===== src/rtl/rv_mem_pkg.sv =====
// Shared types for the L1-to-memory arbitration path: arbiter FSM states and grant owner.
package rv_mem_pkg;

  typedef enum logic [1:0] {
    IDLE    = 2'd0,
    SERVE_I = 2'd1,
    SERVE_D = 2'd2
  } arb_state_t;

  typedef enum logic {
    GRANT_I = 1'b0,
    GRANT_D = 1'b1
  } grant_t;

endpackage


===== src/rtl/cache_arbiter_control.sv =====
// Grant FSM for the I/D cache arbiter: request seen in IDLE -> SERVE next cycle, IDLE bubble after each resp.
// Holds the grant until mem_resp; ties go to the side not served last.
module cache_arbiter_control
  import rv_mem_pkg::*;
(
  input  logic       clk,
  input  logic       rst_n,
  input  logic       i_req,
  input  logic       d_req,
  input  logic       mem_resp,
  output arb_state_t state,
  output logic       busy
);

  arb_state_t state_nxt;
  grant_t     last_grant;
  grant_t     last_grant_nxt;

  always_ff @(posedge clk or negedge rst_n) begin
    if (!rst_n) begin
      state      <= IDLE;
      last_grant <= GRANT_I;
    end else begin
      state      <= state_nxt;
      last_grant <= last_grant_nxt;
    end
  end

  always_comb begin
    state_nxt      = state;
    last_grant_nxt = last_grant;
    case (state)
      IDLE: begin
        // mem_resp is deliberately ignored here: a stray completion must not move the FSM
        if (i_req && d_req) begin
          state_nxt = (last_grant == GRANT_I) ? SERVE_D : SERVE_I;
        end else if (i_req) begin
          state_nxt = SERVE_I;
        end else if (d_req) begin
          state_nxt = SERVE_D;
        end
      end
      SERVE_I: begin
        if (mem_resp) begin
          state_nxt      = IDLE;
          last_grant_nxt = GRANT_I;
        end
      end
      SERVE_D: begin
        if (mem_resp) begin
          state_nxt      = IDLE;
          last_grant_nxt = GRANT_D;
        end
      end
      default: state_nxt = IDLE;
    endcase
  end

  assign busy = (state != IDLE);

endmodule


===== src/rtl/cache_arbiter.sv =====
// Arbitrates I-cache and D-cache line requests onto one memory port; strobes appear one cycle after the request.
// No data storage: strobes and resps are pure muxes on the granted side, mem_rdata is broadcast.
module cache_arbiter
  import rv_mem_pkg::*;
#(
  parameter int ADDR_W = 32,
  parameter int LINE_W = 256
) (
  input  logic              clk,
  input  logic              rst_n,
  input  logic [ADDR_W-1:0] i_address,
  input  logic              i_read,
  output logic [LINE_W-1:0] i_rdata,
  output logic              i_resp,
  input  logic [ADDR_W-1:0] d_address,
  input  logic              d_read,
  input  logic              d_write,
  input  logic [LINE_W-1:0] d_wdata,
  output logic [LINE_W-1:0] d_rdata,
  output logic              d_resp,
  output logic [ADDR_W-1:0] mem_address,
  output logic              mem_read,
  output logic              mem_write,
  output logic [LINE_W-1:0] mem_wdata,
  input  logic [LINE_W-1:0] mem_rdata,
  input  logic              mem_resp,
  output logic              busy
);

  arb_state_t state;

  cache_arbiter_control u_control (
    .clk      (clk),
    .rst_n    (rst_n),
    .i_req    (i_read),
    .d_req    (d_read | d_write),
    .mem_resp (mem_resp),
    .state    (state),
    .busy     (busy)
  );

  // Address/wdata default to the D side so only one mux leg is needed; they are don't-care in IDLE.
  always_comb begin
    mem_address = d_address;
    mem_wdata   = d_wdata;
    mem_read    = 1'b0;
    mem_write   = 1'b0;
    i_resp      = 1'b0;
    d_resp      = 1'b0;
    case (state)
      SERVE_I: begin
        mem_address = i_address;
        mem_read    = i_read;
        i_resp      = mem_resp;
      end
      SERVE_D: begin
        mem_read  = d_read;
        mem_write = d_write;
        d_resp    = mem_resp;
      end
      default: ;
    endcase
  end

  assign i_rdata = mem_rdata;
  assign d_rdata = mem_rdata;

  a_d_read_write_exclusive: assert property (@(posedge clk) disable iff (!rst_n) !(d_read && d_write));

endmodule


===== config.mk =====
export PLATFORM = sky130hd
export DESIGN_NAME = cache_arbiter
export DESIGN_NICKNAME = d
export VERILOG_FILES = /design/src/rtl/rv_mem_pkg.sv /design/src/rtl/cache_arbiter_control.sv /design/src/rtl/cache_arbiter.sv
export SDC_FILE = /design/constraint.sdc
export NUM_CORES = 1
export LEC_CHECK = 0
export CAP_MARGIN = 20
export CORE_AREA = 4 4 543 545
export CTS_BUF_LIST = sky130_fd_sc_hd__clkbuf_2 sky130_fd_sc_hd__clkbuf_4 sky130_fd_sc_hd__clkbuf_8
export DETAILED_ROUTE_END_ITERATION = 10
export DIE_AREA = 0 0 547 549
export GPL_TIMING_DRIVEN = 0
export HOLD_SLACK_MARGIN = 0.06
export PLACE_DENSITY = 0.3
export SKIP_CTS_REPAIR_TIMING = 1
export SLEW_MARGIN = 20
export SYNTH_ARGS = -nofsm -noshare
export SYNTH_HDL_FRONTEND = slang
export SYNTH_SLANG_ARGS = --single-unit

===== constraint.sdc =====
create_clock -name clk -period 2 [get_ports clk]
set_input_delay 0.4 -clock clk [delete_from_list [all_inputs] [get_ports clk]]
set_output_delay 0.4 -clock clk [all_outputs]
set_load 0.02 [all_outputs]

==> results.json <==
{
  "grt_pass1_vias": 9467,
  "hold_violations": 0,
  "ant_nets": 0,
  "clock_skew_ps": 0.372,
  "core_area_um2": 290000,
  "drc": 0,
  "p_per_area_nw_per_um2": 381,
  "synth_warnings": 0,
  "peakVddDrop_mv": 0.198,
  "nNetsFinal": 2307,
  "dp_hpwl_mm": 161,
  "start_util_pct": 2.25,
  "instances_no_fill": 5697,
  "fp.dieH_um": 549,
  "grt_max_degree": 11,
  "setup_viol": 22,
  "fmax_ghz": 0.468,
  "grt_usage_pct": 10.3,
  "io_buffers": 874,
  "io_pins": 1387,
  "drtIter0Drc": 287,
  "clock_sinks": 3,
  "ys_types": 18,
  "gp_congestion": 0.970,
  "drv_slew": 0,
  "cts_root_buf": "clkbuf_8",
  "fill_cells": 34083,
  "period_minus_slack_ps": 2140,
  "syn_avg_cell_area_um2": 7.83,
  "detail_route.first_pass.iterations": 4,
  "worst-setup-path-type": "reg2out",
  "antenna_found_initial": 140,
  "final_common_cell": "clkdlybuf4s50_1",
  "dieArea_um2": 300000,
  "place_area_um2": 20200,
  "die_w_um": 547,
  "clk_pin_slew_ps": 30,
  "multi_input_area_um2": 653,
  "slew_headroom_pct": 37.8,
  "grt_pass1_wl_mm": 182,
  "cp-end-kind": "output pin",
  "min_path_type": "in2async",
  "period_share_pct": 107,
  "synth_cells": 834,
  "final_cell_area_um2": 20700,
  "tritoncts": "done",
  "layout.area.seq_um2": 75.1,
  "avgViaCountPerCell": 1.56,
  "syn2layout_area_growth_pct": 217,
  "arrival_ps": 1740,
  "final_cell_mix": "clkdlybuf4s50_1, buf_4, mux2_4",
  "wirelength_mm": 164,
  "vias": 8915,
  "total_leakage_power_nw": 7.73,
  "cts_buffer_depth": 2,
  "h-tree-depth": 1,
  "worstMarginPinSlew_ps": 930,
  "drive_above_1_share_pct": 49.7,
  "synth_seq_cells": 3,
  "synth_area_leaders": "buf_4, mux2_4, dfrtp_1",
  "wl_per_cell_um": 28.8,
  "synth_top_area_share_pct": 88.3,
  "rows": 198,
  "cp_max_fo": 9,
  "worst_slack_ps": -136,
  "synth_area_um2": 6530,
  "ys_seq_area_share_pct": 1.15,
  "clk_latency_ps": 220,
  "startpoint_type": "flop",
  "status": "finished, violations left",
  "maxCapViolCount": 0,
  "place_inst": 5608,
  "yosysTopAreaCell": "buf_4",
  "grt_setup_unrepaired": "yes",
  "violations": "setup timing",
  "numCtsBuffers": 3,
  "syn-num-nets": 1420,
  "required_ps": 1600,
  "grt_remaining_overflow": 0
}
-- per-layer routing --
layer  global-route usage, %  vias to the layer above  share of wire, %  routed length (µm)
li1                        -                     3642                 -                   -
met1                    12.4                     3928                41               67100
met2                    16.0                     1061                43               70800
met3                    5.78                      202                13               21700
met4                    1.78                       82               2.3                3850
met5                   0.538                        -              0.46                 762
-- critical path, stage by stage, from the launching register on --
cell	delay, ps
dfrtp_1	380
inv_2	100
ha_4	150
buf_12	140
buf_4	120
clkbuf_16	150
mux2_4	320
buf_12	160
-- Yosys cell counts --
| cell type | count |
|---|---|
| buf_4 | 768 |
| mux2_4 | 29 |
| buf_6 | 4 |
| ha_1 | 4 |
| inv_1 | 4 |
| and2_1 | 3 |
| dfrtp_1 | 3 |
| mux2_2 | 3 |
| nor2b_1 | 3 |
| a21oi_1 | 2 |
| nand2_1 | 2 |
| nor2_1 | 2 |
| o21ai_0 | 2 |
| a2111o_1 | 1 |
| a22oi_1 | 1 |
| inv_2 | 1 |
| o21ai_2 | 1 |
| o32ai_1 | 1 |
-- area by class of cell --
class                   count  share of cell area [%]
repair buffers            882                    43.3
clock buffers               4                   0.236
multi-input cells          54                    3.16
well taps                3900                    23.6
plain buffers             772                    28.3
flip-flops and latches      3                   0.363
inverters                   5                  0.0908
diodes                     77                   0.932
-- power breakdown --
group | switching (mW) | internal (mW)
sequential | 0.0289 | 0.0915
combinational | 4.00 | 3.57
clock | 0.0428 | 0.150
-- path summary, 6_finish.rpt --
kind	from	end	slack, ps	cells past startpoint
max	u_control.state[1]	mem_address[16]	-140	7
min	rst_n	u_control.state[0]	400	1
max reg2reg	u_control.state[0]	u_control.state[1]	490	5
min reg2reg	u_control.last_grant	u_control.last_grant	570	2
max in group asynchronous	rst_n	u_control.state[1]	1430	1
min in group clk	u_control.last_grant	u_control.last_grant	570	2
-- through the flow --
stage / utilization [%] / power, mW / setup WS, ps / TNS, ps / hold WS, ps
3_3_place_gp: 6.95 / 7.36 / -676 / -16240 / 566
2_1_floorplan: - / 3.40 / 342 / 0 / 104
4_1_cts: 6.97 / 7.58 / -933 / -25130 / 395
5_1_grt: 7.08 / 8.28 / -200 / -2850 / 395
6_report: 7.13 / 7.88 / -136 / -1200 / 397
3_5_place_dp: 6.95 / 7.36 / -671 / -16330 / 552
-- registers in the layout (all words and copies together) (netlist names) --
| register | flops |
|---|---|
| u_control.last_grant | 1 |
| u_control.state | 2 |
-- cell families after synthesis --
kind of cell / after synthesis / synth area share [%]
compound gates: 8 / 0.862
fa+ha+maj: 4 / 0.766
buf+inv: 777 / 89.2
flops: 3 / 1.15
mux: 32 / 7.18
simple gates: 10 / 0.805
Note: power is estimated with default switching activity, not from simulation.
